`src/rtl/if_pkg.sv`:
```
// Shared definitions for the instruction-fetch stage: FSM states,
// decode PCSrc encodings and the default bubble instruction.
package if_pkg;

    typedef enum logic [1:0] {
        ST_FETCH   = 2'd0,
        ST_DISCARD = 2'd1,
        ST_HOLD    = 2'd2
    } if_state_t;

    localparam logic [1:0] PCSRC_SEQ = 2'b00;
    localparam logic [1:0] PCSRC_J   = 2'b01;
    localparam logic [1:0] PCSRC_JR  = 2'b10;

    localparam logic [31:0] NOP_DEFAULT = 32'h0000_0000;

endpackage

```
`src/rtl/if_stage_if_id_reg.sv`:
```
// IF/ID pipeline register: hold on stall, load a fetched word, or
// insert a bubble (NOP with the PC left unchanged).
module if_id_reg
    import if_pkg::*;
#(
    parameter logic [31:0] NOP_INSTR = NOP_DEFAULT
) (
    input  logic        clk,
    input  logic        reset,
    input  logic        stall,
    input  logic        load,
    input  logic        bubble,
    input  logic [31:0] load_instr,
    input  logic [31:0] load_pc,
    output logic [31:0] instr,
    output logic [31:0] pc
);

    // Stall has priority; a load beats a bubble.
    always_ff @(posedge clk or posedge reset) begin
        if (reset) begin
            instr <= NOP_INSTR;
            pc    <= '0;
        end else if (!stall) begin
            if (load) begin
                instr <= load_instr;
                pc    <= load_pc;
            end else if (bubble) begin
                instr <= NOP_INSTR;
            end
        end
    end

endmodule

```
`src/rtl/if_stage.sv`:
```
// Instruction-fetch stage: owns the fetch PC, runs the single-outstanding
// request handshake to instruction memory and applies decode redirects.
// Optional feature macro: IF_PERF_CNT_EN adds RedirectCnt / BubbleCnt.
module if_stage
    import if_pkg::*;
#(
    parameter logic [31:0] RESET_PC  = 32'h0040_0000,
    parameter logic [31:0] NOP_INSTR = NOP_DEFAULT
) (
    input  logic        clk,
    input  logic        reset,
    input  logic        Stall,
    input  logic [1:0]  Jump,
    input  logic        Branch,
    input  logic        BranchCond,
    input  logic [31:0] JumpTarget,
    input  logic [31:0] JrTarget,
    output logic        IMemReq,
    output logic [31:0] IMemAddr,
    input  logic        IMemRdy,
    input  logic [31:0] IMemData,
    output logic [31:0] Instruction,
    output logic [31:0] PC
`ifdef IF_PERF_CNT_EN
    ,
    output logic [31:0] RedirectCnt,
    output logic [31:0] BubbleCnt
`endif
);

    if_state_t   state_reg, state_next;
    logic [31:0] pcf_reg, pcf_next;
    logic [31:0] hold_instr_reg, hold_instr_next;
    logic [31:0] redir_pc_reg, redir_pc_next;

    logic        redirect;
    logic [31:0] target;
    logic        mem_req;
    logic        ifid_load;
    logic        ifid_bubble;
    logic [31:0] ifid_instr;

    // Redirect decode; a stalled decode stage must not steer the fetch.
    always_comb begin
        redirect = !Stall && ((Jump != PCSRC_SEQ) || (Branch && BranchCond));
        target   = ((Jump == PCSRC_JR) ? JrTarget : JumpTarget) & 32'hFFFF_FFFC;
    end

    // Fetch state and PC registers.
    always_ff @(posedge clk or posedge reset) begin
        if (reset) begin
            state_reg      <= ST_FETCH;
            pcf_reg        <= RESET_PC;
            hold_instr_reg <= NOP_INSTR;
            redir_pc_reg   <= RESET_PC;
        end else begin
            state_reg      <= state_next;
            pcf_reg        <= pcf_next;
            hold_instr_reg <= hold_instr_next;
            redir_pc_reg   <= redir_pc_next;
        end
    end

    // Next-state, PC update and IF/ID load selection.
    always_comb begin
        state_next      = state_reg;
        pcf_next        = pcf_reg;
        hold_instr_next = hold_instr_reg;
        redir_pc_next   = redir_pc_reg;
        mem_req         = 1'b1;
        ifid_load       = 1'b0;
        ifid_instr      = IMemData;
        case (state_reg)
            ST_FETCH: begin
                if (IMemRdy) begin
                    if (redirect) begin
                        pcf_next = target;
                    end else if (!Stall) begin
                        ifid_load = 1'b1;
                        pcf_next  = pcf_reg + 32'd4;
                    end else begin
                        hold_instr_next = IMemData;
                        state_next      = ST_HOLD;
                    end
                end else if (redirect) begin
                    redir_pc_next = target;
                    state_next    = ST_DISCARD;
                end
            end
            ST_DISCARD: begin
                // The squashed request still has to complete; the newest
                // redirect seen while waiting decides where fetch resumes.
                if (redirect) begin
                    redir_pc_next = target;
                end
                if (IMemRdy) begin
                    pcf_next   = redirect ? target : redir_pc_reg;
                    state_next = ST_FETCH;
                end
            end
            ST_HOLD: begin
                mem_req    = 1'b0;
                ifid_instr = hold_instr_reg;
                if (!Stall) begin
                    ifid_load  = 1'b1;
                    pcf_next   = pcf_reg + 32'd4;
                    state_next = ST_FETCH;
                end
            end
            default: begin
                state_next = ST_FETCH;
            end
        endcase
        ifid_bubble = !Stall && !ifid_load;
    end

    // Request drops immediately with reset so a pending access is abandoned.
    always_comb begin
        IMemReq  = mem_req && !reset;
        IMemAddr = pcf_reg;
    end

    if_id_reg #(
        .NOP_INSTR(NOP_INSTR)
    ) u_if_id_reg (
        .clk       (clk),
        .reset     (reset),
        .stall     (Stall),
        .load      (ifid_load),
        .bubble    (ifid_bubble),
        .load_instr(ifid_instr),
        .load_pc   (pcf_reg),
        .instr     (Instruction),
        .pc        (PC)
    );

`ifdef IF_PERF_CNT_EN
    logic [31:0] redirect_cnt_reg;
    logic [31:0] bubble_cnt_reg;

    // Free-running wrap-around event counters.
    always_ff @(posedge clk or posedge reset) begin
        if (reset) begin
            redirect_cnt_reg <= '0;
            bubble_cnt_reg   <= '0;
        end else begin
            if (redirect) begin
                redirect_cnt_reg <= redirect_cnt_reg + 32'd1;
            end
            if (ifid_bubble) begin
                bubble_cnt_reg <= bubble_cnt_reg + 32'd1;
            end
        end
    end

    assign RedirectCnt = redirect_cnt_reg;
    assign BubbleCnt   = bubble_cnt_reg;
`endif

endmodule

```
`config.mk`:
```
export PLATFORM = sky130hd
export DESIGN_NAME = if_stage
export DESIGN_NICKNAME = d
export VERILOG_FILES = /design/src/rtl/if_pkg.sv /design/src/rtl/if_stage_if_id_reg.sv /design/src/rtl/if_stage.sv
export SDC_FILE = /design/constraint.sdc
export NUM_CORES = 1
export LEC_CHECK = 0
export BUFFER_PORTS_ARGS = -buffer_cell sky130_fd_sc_hd__buf_2
export CAP_MARGIN = 20
export CORE_MARGIN = 1.5
export CORE_UTILIZATION = 49
export CTS_CLUSTER_SIZE = 20
export DETAILED_ROUTE_END_ITERATION = 8
export GPL_TIMING_DRIVEN = 0
export PLACE_DENSITY = 0.86
export RECOVER_POWER = 50
export SYNTH_ARGS = -nofsm -noshare
export SYNTH_HDL_FRONTEND = slang
export SYNTH_SLANG_ARGS = --single-unit
```
`constraint.sdc`:
```
create_clock -name clk -period 5.65 [get_ports clk]
set_input_delay 1.13 -clock clk [delete_from_list [all_inputs] [get_ports clk]]
set_output_delay 1.13 -clock clk [all_outputs]
set_load 0.03 [all_outputs]
```
Word level (Yosys, flattened, before mapping)

Cells that the tools add are included.

Register bits: 162
Latch bits: 0
Memory bits (writable): 0
Bits in read-only memories: 0
Input port bits: 104
Output and inout bits: 97
Logic and storage cells: 62
Memories kept: 0

Add/subtract/negate cells: 1
Multiply operators: 0
Divide/modulo/power cells: 0
Order comparisons: 0
Equality and inequality tests: 10
Shifts and indexed selects: 0
Mux-type cells: 24
Bitwise operators: 2
Reduce and logical (&&, ||, !) cells: 19

Operators by type and width:

| operator                                       | count |
|---|---|
| two-way mux 32 bit                             | 10 |
| case mux 32 bit (3 select lines)               | 1 |
| case mux 32 bit (2 select lines)               | 1 |
| adder 32 x 3 -> 32 bit (second input constant) | 1 |
| two-way mux 2 bit                              | 6 |
| != test 3 bit (second input constant)          | 3 |
| != test 2 bit (second input constant)          | 4 |
| case mux 2 bit (3 select lines)                | 1 |
| AND reduction 2 bit                            | 3 |
| nonzero test 2 bit                             | 3 |
| AND reduction 5 bit                            | 1 |
| == test 2 bit (second input constant)          | 2 |
| logical AND 1 bit                              | 4 |
| two-way mux 1 bit                              | 4 |
| AND reduction 4 bit                            | 1 |
| logical NOT 1 bit                              | 3 |
| AND reduction 3 bit                            | 1 |
| nonzero test 3 bit                             | 1 |
| == test 2 x 1 -> 1 bit (second input constant) | 1 |
| logical NOT 2 bit                              | 1 |
| inverter 1 bit                                 | 2 |
| case mux 1 bit (2 select lines)                | 1 |
| logical OR 1 bit                               | 1 |

Logic depth before layout (Yosys ltp)

Depth after elaboration: 10
Mapped depth: 9
Depth with buffers taken out: 8

By module

A second synthesis with hierarchy kept.

Cell total of the unflattened synthesis: 851
Area, all modules: 8868.5 µm²

By module, submodules not included:

| module    | instances | cells an instance | area an instance (µm²) | seq. area each (µm²) |
|---|---|---|---|---|
| if_stage  | 1         | 710               | 6421.2                 | 2454.9 |
| if_id_reg | 1         | 141               | 2447.3                 | 1601.5 |

Least setup slack after synthesis

No wires, ideal clock.

Kind: reg2out
From: register state_reg[0]
To: output IMemReq
Data arrival time: 1.642 ns
Data required time: 4.520 ns
Path slack: 2.878 ns
Stages on the path, launching flop included: 6
Buffers on the path: 2
Cells stage by stage: dfrtp_1 inv_1 ha_1 buf_2 buf_1 nor2_1

Longest elaborated chain between the ends: 3

RTL lines:

| element                  | RTL line        | text |
|---|---|---|
| start: declaration       | if_stage.sv:31  | `if_state_t state_reg, state_next;` |
| start signal: assignment | if_stage.sv:57  | `state_reg <= state_next;` |
| == test 2 bit            | if_stage.sv:73  | `case (state_reg)` |
| two-way mux 1 bit        | if_stage.sv:73  |  |
| logical AND 1 bit        | if_stage.sv:119 | `IMemReq = mem_req && !reset;` |
| end: declaration         | if_stage.sv:18  | `output logic IMemReq,` |

No other way between the ends.

Worst setup path after layout

Same ends and word-level chain as after synthesis.

==> flow_summary.json <==
{
  "r2r_cells": 9,
  "globalRouteTotalUtil_pct": 27.5,
  "final_antenna_net_count": 0,
  "drc": 0,
  "critPathBufInv": 4,
  "grt-ovfl-total": 0,
  "placed_area_sq_um": 9310,
  "startpoint_type": "flop",
  "worstMarginPinSlew_ps": 2970,
  "crit_path_max_fanout": 10,
  "max_slew_margin_pct": -98.8,
  "maxSlewViolCount": 67,
  "hold_class": "flop to flop",
  "place_inst": 1235,
  "clk_path_buf_depth": 2,
  "critical_path_class": "flop to primary output",
  "cp_cell_sequence": "inv_1 -> ha_1 -> buf_2 -> buf_1 -> nor2_1 -> buf_2",
  "grt_pass1_vias": 6847,
  "cp.arrival_ps": 2550,
  "yosysTopAreaCellShare_pct": 49.9,
  "peakVddDrop_uv": 289,
  "grt_pass1_wl_mm": 35.7,
  "instances_no_fill": 1267,
  "post_cts_resized": 0,
  "p_per_area_nw_per_um2": 579,
  "ys.flop_type": "dfrtp_1",
  "finClkSkew_ps": 11.4,
  "post-route-util_pct": 61.8,
  "max_stage_delay_ps": 650,
  "synthArstFlopShare_pct": 100,
  "synth_edf_count": 0,
  "path_clk_slew_ps": 60,
  "maxCapViolCount": 1,
  "yosysTopAreaCell": "dfrtp_1",
  "via_count": 7362,
  "p_leak_nw": 4.53,
  "cts_made_buffers": 17,
  "post-dp-hpwl_mm": 16.6,
  "rsz0062_at_grt": "no",
  "area_delta_synth_final_pct": 22.8,
  "fmax_mhz": 271,
  "power_mw": 5.70,
  "htree_levels": 4,
  "finalCritPeriodShare_pct": 65.2,
  "min-delay-start": "u_if_id_reg.pc[21]",
  "gp_congestion": 0.948,
  "drive_gt1_share_pct": 23.9,
  "fin_ws_ps": 1970,
  "syn_area_sq_um": 8030,
  "hold_path_depth": 2,
  "synth.avg_cell_area_sq_um": 9.75,
  "fp.coreArea_sq_um": 15900,
  "synth-seq-cells": 162,
  "final_hold_viol_count": 0,
  "timing.rr.end": "IMemAddr[14]",
  "initial_utilization_pct": 50.3,
  "cp_top_family": "buffers and inverters",
  "dieArea_sq_um": 17200,
  "postCtsSetupRepairBufs": 0,
  "cts_sinks": 162,
  "portBuffers": 195,
  "cts_root_buf": "clkbuf_16",
  "holdPathEnd": "u_if_id_reg.pc[21]",
  "r2r_slack_ps": 2840,
  "worstSetupEndpointType": "primary output",
  "rows": 46,
  "violations": "max-capacitance violations, max-slew violations",
  "synth_nets": 931,
  "final_nets": 1146,
  "pre_cts_ws_ps": 2390,
  "cts_tree": "built",
  "insertedDiodeCount": 0,
  "wire_per_inst_um": 18.3,
  "drt-total-wl_mm": 23.1,
  "crit_slowest_cell": "buf_1",
  "fp.dieH_um": 131,
  "status": "finished with violations",
  "timing.rr.start": "state_reg[0]",
  "cp.required_ps": 4520,
  "tns_ps": 0,
  "avgViaCountPerCell": 5.81,
  "io_pins": 201,
  "first_iter_violations": 782,
  "ys_types": 69,
  "grt_max_degree": 97,
  "setup_viol": 0,
  "postLayoutCellArea_sq_um": 9850,
  "die_w_um": 131,
  "yosys-top-cells-area": "dfrtp_1, mux2i_1, nand2_1",
  "yosys_warnings": 0,
  "grt_antenna_before_repair": 0,
  "fin_hold_ws_ps": 475,
  "syn_inst": 823,
  "finalCriticalPeriod_ps": 3680,
  "clk_latency_ps": 440,
  "crit_top_cell": "buf_2",
  "dr.pass1.iters": 6,
  "yosysSeqAreaShare_pct": 50.5,
  "hold_buffers": 0
}
## power breakdown
part,internal [mW],total [mW],switching (mW)
clock,0.711,1.20,0.491
combinational,0.797,2.43,1.64
sequential,1.66,2.07,0.413
## final cells by class
cell class	instances	area, sq um
fillers	1351	6090
flip-flops and latches	162	4060
multi-input cells	594	3680
repair buffers	196	946
clock buffers	18	439
well taps	216	270
plain buffers	55	234
clock inverters	14	178
inverters	12	46.3
## routing by layer
metal	vias to the layer above	track usage (%)	share of wire [%]
met2	425	43.1	46
met5	-	0	0
met4	0	12.5	3.8
met1	3499	36.7	41
li1	3359	-	-
met3	79	5.90	9.4
## layout by cell type (no fill, tap or decap), drive strengths merged, types with 14 or more instances in the layout
cell	count
a21oi	59
buf	171
clkbuf	98
dfrtp	160
inv	14
mux2	33
mux2i	64
nand2	159
nor2	59
o21ai	83
## synthesized netlist by cell type, drive strengths merged, types with 5 or more instances
master,number
dfrtp,160
nand2,159
o21ai,83
mux2i,64
a21oi,59
nor2,59
clkbuf,33
mux2,33
buf,22
inv,12
nor3,10
a211oi,9
nand3,9
a31oi,8
and3,6
nor4,6
o31ai,6
a22o,5
## kinds of logic (layout without fill, tap and decap cells)
kind of cell	Yosys count	count (layout)	synth area share, %
buffers and inverters	67	295	3.57
xor gates and xnor gates	2	2	0.218
DFF	162	162	50.5
AOI/OAI and AO/OA	214	214	16.2
adders and majority gates	4	4	0.624
and+or+nand+nor	277	277	16.2
muxes	97	97	12.6
## worst register-to-register path, delay by kind of cell, from the launching register on
kind                       cells  cell delay (ps)
buffers and inverters          3              990
DFF                            1              470
AOI/OAI and AO/OA              4              820
adders and majority gates      1              340
and+or+nand+nor                1              110
## worst max path at each step
stage | startpoint | slack (ps) | endpoint | depth (start not counted)
4_1_cts | state_reg[0] | 1980 | IMemReq | 6
3_5_place_dp | Branch | 2390 | u_if_id_reg.pc[8] | 9
5_1_grt | state_reg[0] | 1830 | IMemReq | 6
6_report | state_reg[0] | 1970 | IMemReq | 6
3_3_place_gp | reset | -1560 | redir_pc_reg[14] | 2
2_1_floorplan | reset | 150 | IMemAddr[0] | 1
(Power assumes the default switching activity.)
